===== src/rtl/data_mem_responder.sv =====
// Word-addressed data-memory responder: valid/ready request and response channels
// in front of a synchronous RAM, with programmable wait states and range check.
module data_mem_responder #(
   parameter int ADDR_W      = 8,
   parameter int DATA_W      = 16,
   parameter int WAIT_CYCLES = 2
) (
   input  logic              clk,
   input  logic              rst,
   input  logic              req_valid,
   output logic              req_ready,
   input  logic              req_we,
   input  logic [15:0]       req_addr,
   input  logic [DATA_W-1:0] req_wdata,
   output logic              rsp_valid,
   input  logic              rsp_ready,
   output logic [DATA_W-1:0] rsp_rdata,
   output logic              rsp_err,
   output logic              busy
);

   // state  | meaning
   // IDLE   | ready for a request
   // WAIT   | wait states counting down
   // ACCESS | one-cycle array read/write
   // RESP   | response held until accepted
   localparam logic [1:0] S_IDLE   = 2'd0;
   localparam logic [1:0] S_WAIT   = 2'd1;
   localparam logic [1:0] S_ACCESS = 2'd2;
   localparam logic [1:0] S_RESP   = 2'd3;

   localparam logic [3:0] WAIT_LOAD = 4'((WAIT_CYCLES == 0) ? 0 : WAIT_CYCLES - 1);

   logic [1:0]        state;
   logic [3:0]        wait_cnt;
   logic              we_q;
   logic [15:0]       addr_q;
   logic [DATA_W-1:0] wdata_q;
   logic              in_range;
   logic              do_write;
   logic [ADDR_W-1:0] mem_idx;

   logic [DATA_W-1:0] mem [0:(2**ADDR_W)-1];

   assign in_range = (addr_q[15:ADDR_W] == '0);
   assign mem_idx  = addr_q[ADDR_W-1:0];
   // Reset low at the ACCESS edge must suppress the store, so gate it here.
   assign do_write = rst && (state == S_ACCESS) && we_q && in_range;

   assign req_ready = (state == S_IDLE);
   assign rsp_valid = (state == S_RESP);
   assign busy      = (state != S_IDLE);

   always_ff @(posedge clk) begin
      if (do_write)
         mem[mem_idx] <= wdata_q;
   end

   always_ff @(posedge clk) begin
      if (!rst) begin
         state     <= S_IDLE;
         wait_cnt  <= '0;
         rsp_rdata <= '0;
         rsp_err   <= 1'b0;
      end else begin
         case (state)
            S_IDLE: begin
               if (req_valid) begin
                  we_q    <= req_we;
                  addr_q  <= req_addr;
                  wdata_q <= req_wdata;
                  if (WAIT_CYCLES == 0) begin
                     state <= S_ACCESS;
                  end else begin
                     state    <= S_WAIT;
                     wait_cnt <= WAIT_LOAD;
                  end
               end
            end
            S_WAIT: begin
               if (wait_cnt == 4'd0)
                  state <= S_ACCESS;
               else
                  wait_cnt <= wait_cnt - 4'd1;
            end
            S_ACCESS: begin
               state <= S_RESP;
               if (!in_range) begin
                  rsp_rdata <= '0;
                  rsp_err   <= 1'b1;
               end else begin
                  rsp_err   <= 1'b0;
                  rsp_rdata <= we_q ? '0 : mem[mem_idx];
               end
            end
            S_RESP: begin
               if (rsp_ready)
                  state <= S_IDLE;
            end
            default: state <= S_IDLE;
         endcase
      end
   end

endmodule


===== config.mk =====
export PLATFORM = sky130hd
export DESIGN_NAME = data_mem_responder
export DESIGN_NICKNAME = d
export VERILOG_FILES = /design/src/rtl/data_mem_responder.sv
export SDC_FILE = /design/constraint.sdc
export NUM_CORES = 2
export LEC_CHECK = 0
export ABC_CLOCK_PERIOD_IN_PS = 5300
export CELL_PAD_IN_SITES_DETAIL_PLACEMENT = 1
export CELL_PAD_IN_SITES_GLOBAL_PLACEMENT = 2
export CORE_ASPECT_RATIO = 0.5
export CORE_MARGIN = 3
export CORE_UTILIZATION = 29
export CTS_CLUSTER_SIZE = 10
export DETAILED_ROUTE_END_ITERATION = 8
export PLACE_DENSITY = 0.57
export RECOVER_POWER = 50
export SKIP_CTS_REPAIR_TIMING = 1
export SLEW_MARGIN = 20
export SYNTH_ARGS = -nofsm -noshare
export SYNTH_HDL_FRONTEND = slang
export SYNTH_SLANG_ARGS = --single-unit

===== constraint.sdc =====
create_clock -name clk -period 5.3 [get_ports clk]
set_input_delay 0.795 -clock clk [delete_from_list [all_inputs] [get_ports clk]]
set_output_delay 0.795 -clock clk [all_outputs]
set_load 0.1 [all_outputs]

# ---- After elaboration in Yosys (flattened, before gate mapping)
# Memory sizes are Yosys's and may differ from the RTL's. A register that Yosys moved wholly into a read port is not among the register bits.
# Cells that the tools add are included.
dict set report totals {
  ram_bits 4096
  memories 1
  input_bits 37
  regBits 56
}
# memory depth width read_ports rd_ports_with_merged_regs write_ports line
set memory_table {}
lappend memory_table {mem 256 16 1 1 1 43} ;# logic [DATA_W-1:0] mem [0:(2**ADDR_W)-1];
dict set report op_classes {
  addsub 1
  n_mux 13
  n_reduce_logical 11
  eq_ne 7
}
# cell n
set ops {}
lappend ops {{16-bit two-way mux} 2}
lappend ops {{3-bit AND reduction} 3}
lappend ops {{8-bit zero test} 1}
lappend ops {{4-bit two-way mux} 2}
lappend ops {{8-bit two-way mux} 1}
lappend ops {{2-bit one-hot mux with 4 select lines} 1}
lappend ops {{4-bit one-hot mux with 2 select lines} 1}
lappend ops {{2-bit two-way mux} 3}
lappend ops {{2-bit inequality test (second input constant)} 3}
lappend ops {{2-bit == test (second input constant)} 2}
lappend ops {{4-bit zero test} 1}
lappend ops {{2-bit nonzero test} 2}
lappend ops {{4-bit by 1-bit subtractor with 4-bit output (second input constant)} 1}
lappend ops {{1-bit logical AND} 3}
lappend ops {{1-bit two-way mux} 3}
lappend ops {{2-bit by 1-bit == test with 1-bit output (second input constant)} 1}
lappend ops {{2-bit zero test} 1}
lappend ops {{2-bit by 1-bit inequality test with 1-bit output (second input constant)} 1}

# ---- Depth between registers and ports, before layout
dict set report logic_depth {
  word_depth 6
  mapped_depth 13
  mapped_depth_nobuf 9
}

# ---- Least setup slack after synthesis
# No wires, ideal clock.
dict set report synth_path {
  kind {register to register}
  from {reg wdata_q[0]}
  to {mem mem[0][0], data pin}
  synth_period_minus_slack_ps 4046
  setup_time_ps 817
  path_stages_with_launch 1
  t_arrival_ps 3228
  path_slack_ps 1254
  t_required_ps 4483
  n_path_buf 0
  path_cell_list {edfxtp_1}
}
# element line
set synth_rtl {}
lappend synth_rtl {{start: declaration} 38} ;# logic [DATA_W-1:0] wdata_q;
lappend synth_rtl {{start signal: assignment} 71} ;# wdata_q <= req_wdata;
lappend synth_rtl {{end: declaration} 43}
# No word-level cell before the write port.

# ---- Final worst setup path
dict set report layout_path {
  from {reg addr_q[13]}
  to {mem mem[52][5], enable pin}
}
dict set report layout_via {
  elab_chain_cells 4
}
# element line
set layout_lines {}
lappend layout_lines {{start: declaration} 37} ;# logic [15:0] addr_q;
lappend layout_lines {{start signal: assignment} 70} ;# addr_q <= req_addr;
lappend layout_lines {{8-bit zero test} 45} ;# assign in_range = (addr_q[15:ADDR_W] == '0);
lappend layout_lines {{1-bit logical AND} 48} ;# assign do_write = rst && (state == S_ACCESS) && we_q && in_range;
lappend layout_lines {{1-bit two-way mux} 55} ;# if (do_write)
lappend layout_lines {{1-bit two-way mux (not written as such)} 56} ;# mem[mem_idx] <= wdata_q;
# No other way between the ends.

==> reports/metrics.cfg <==
[global_route]
grt_pass1_wl_microns=699000
initial_antenna_violation_count=45
first_global_vias=82676
grt.overflow.total=0
globalRouteTotalUtil_pct=17.6
grt_max_degree=186

[clock_tree]
cts-root-buf=sky130_fd_sc_hd__clkbuf_16
numClockSinks=4160
clk_transition_reported_paths_ns=0.06
maximum_clock_path_buffer_count=4
clock_latency_reported_for_the_late_side_of_the_worst_skew_pair_ns=1.06
cts.htree.levels=5
cts_inserted_buffers=457
cts_tree=done

[timing]
setup_ws_ns=0.536
finalHoldViolations=0
finalCritPeriodShare_pct=89.9
tns_ns=0
max-slew-margin-rel_pct=-197
timing.fmax_ghz=0.210
period_minus_slack_ns=4.76
tightest_slew_ns=4.45
drv_slew=3177
worst_clock_skew_ns=0.134
grt_setup_unrepaired=false
finalSetupViolations=0

[logic_synthesis]
synth_enable_flop_cells=4129
synth_async_sr_flop_share_pct=0
post-synth-top-count-cell=sky130_fd_sc_hd__edfxtp_1
synth.yosys.seq_area_share_pct=77.6
yosys_warnings=0
synthesis.area_sq_um=161000
synthCells=7377
synth_largest_type_area_fraction_pct=77.2
synth_commonest_cells=sky130_fd_sc_hd__edfxtp_1 (4129), sky130_fd_sc_hd__mux4_2 (881), sky130_fd_sc_hd__mux2i_1 (435)
post_synth_main_area_contributors=sky130_fd_sc_hd__edfxtp_1 (77%), sky130_fd_sc_hd__mux4_2 (12%), sky130_fd_sc_hd__mux2i_1 (2.7%)
postSynthRegisterBits=4160
synth_cell_type_count=76
postSynth.topFlopCell=sky130_fd_sc_hd__edfxtp_1
avgSynthCellArea_sq_um=21.8
synth_area_leader_cell=sky130_fd_sc_hd__edfxtp_1
synth_nets=7419

[route]
route.detailed.wl_per_inst_microns=32.6
detailedRoute.firstPassIterationCount=5
route.detailed.drc=0
routed-via-count=80511
vias_per_cell=5.16
detail_route.wirelength_microns=509000
detail_route.iter0.violations=9857
final_antenna_net_count=0

[status]
violations=max-capacitance violations, max-slew violations
status=finished, violations left

[power]
max-vdd-ir-drop_v=0.000307
power.leakage_nw=57.4
cell_area_power_density_nw_per_um2=423

[final_layout]
final_non_filler_cell_total=15591
post_route_cells_drive_above_1_share_pct=26.1
num-nets-final=8120
area_delta_synth_final_pct=15.5

[floorplan]
fp.dieH_microns=532
die_x_microns=1060
floorplan.die_area_sq_um=563000
floorplan.rows=192
pin_count=57
design.core.area_sq_um=549000
initial_utilization_pct=29.2

[setup_path]
worst-endpoint-arrival_ns=5.46
worstSetupEndpointType=flip-flop
startpoint_type=flip-flop
path_class=flip-flop to flip-flop
crit_path_max_fanout=16
worst_ep_required_time_ns=5.99

[place]
placedCellCount=14989
numPortBuffers=56
dp_slack_ns=0.813
gpl.final_weighted_congestion=0.808
place_hpwl_microns=308000

[min_path]
hp-class=input pin to flip-flop

[flow_run]
max-cap-violations=44

final timing paths:
| kind | to | slack, ns | cells past startpoint | startpoint |
|---|---|---|---|---|
| setup / recovery | mem[52][5] | 0.54 | 10 | addr_q[13] |
| hold / removal | wdata_q[2] | 0.43 | 1 | req_wdata[2] |
| setup reg to reg | mem[52][5] | 0.54 | 10 | addr_q[13] |
| hold reg to reg | wait_cnt[1] | 0.52 | 2 | wait_cnt[1] |
per-stage QoR:
step / area [sq um] / utilization [%] / hold slack [ns] / total power [mW]
global route: 185000 / 33.8 / 0.378 / 81.0
global placement: 173000 / 31.6 / 0.497 / 50.9
CTS: 186000 / 33.8 / 0.270 / 79.1
detailed placement: 173000 / 31.6 / 0.524 / 51.0
floorplan: 161000 / - / 0.480 / 45.4
finish: 185000 / 33.8 / 0.430 / 78.4
cell families (layout without fill, tap and decap cells):
logic type	Yosys count	after routing	share of synthesized area, %
simple gates	727	727	1.95
xor+xnor	2	2	0.0109
other cells	0	13	0
mux	1346	1346	15.4
flops	4160	4160	77.6
compound gates	697	697	3.06
buf+inv	440	1269	1.89
fa+ha+maj	5	5	0.0390
cells in the final DEF (no fill, tap or decap), drive strengths merged, types with 5 or more instances in the layout:
cell | netlist | routed
dfxtp | 31 | 31
dlygate4sd3 | 0 | 33
or3 | 14 | 14
nand2 | 173 | 173
a221o | 11 | 11
o211ai | 5 | 5
mux2 | 16 | 16
a22o | 6 | 6
o21ai | 74 | 74
nor2b | 25 | 25
mux2i | 435 | 435
a22oi | 55 | 55
a211oi | 35 | 35
nand2b | 6 | 6
nor4 | 14 | 14
a21oi | 130 | 130
ha | 5 | 5
clkbuf | 140 | 608
o31ai | 9 | 9
mux4 | 895 | 895
o311ai | 6 | 6
diode | 0 | 13
clkdlybuf4s50 | 0 | 18
nand3 | 37 | 37
nor3 | 49 | 49
a311oi | 5 | 5
and3 | 9 | 9
o22ai | 116 | 116
and2 | 10 | 10
clkinv | 1 | 23
inv | 14 | 21
a221oi | 5 | 5
a2111oi | 5 | 5
a32o | 5 | 5
nand4 | 9 | 9
edfxtp | 4129 | 4129
a31oi | 25 | 25
o221ai | 176 | 176
nor2 | 362 | 362
buf | 283 | 563
power by group:
group | total (mW) | internal (mW) | switching [mW] | leakage (nW)
sequential | 37.3 | 37.1 | 0.270 | 37.4
clock | 28.1 | 15.5 | 12.6 | 5.98
combinational | 12.9 | 4.41 | 8.48 | 14.0
total | 78.4 | 57.0 | 21.4 | 57.4
area by class of cell:
class,count,area (sq um)
fill,54048,364000
sequential,4160,125000
timing repair buffer,667,5790
clock inverter,30,479
clock buffer,557,11900
multi-input combinational,2777,33300
tap,7372,9220
inverter,15,70.1
antenna,13,32.5
sequential cells by signal, summed over array words and instances, names as in the netlist, named ones only:
| register | flops |
|---|---|
| mem | 4096 |
| addr_q | 16 |
| rsp_rdata | 16 |
| wdata_q | 16 |
| wait_cnt | 4 |
| state | 2 |
| rsp_err | 1 |
| we_q | 1 |
layer usage:
metal / vias to the layer above / wire length [microns] / track usage, %
met5: - / 12 / 0
met4: 2 / 12300 / 3.94
met3: 556 / 37600 / 3.28
met2: 2845 / 235000 / 27.8
met1: 44697 / 224000 / 25.3
li1: 32411 / - / -
critical path: stages (launching register included):
cell	delay, ns
sky130_fd_sc_hd__edfxtp_1	0.36
sky130_fd_sc_hd__nor4_1	1.31
sky130_fd_sc_hd__and2_1	0.33
sky130_fd_sc_hd__nand4_1	0.43
sky130_fd_sc_hd__buf_4	0.36
sky130_fd_sc_hd__inv_1	0.05
sky130_fd_sc_hd__and3_1	0.33
sky130_fd_sc_hd__nand2_1	0.52
sky130_fd_sc_hd__buf_4	0.33
sky130_fd_sc_hd__nor2_1	0.09
sky130_fd_sc_hd__buf_4	0.35
Power figures use the tool's default switching activity.
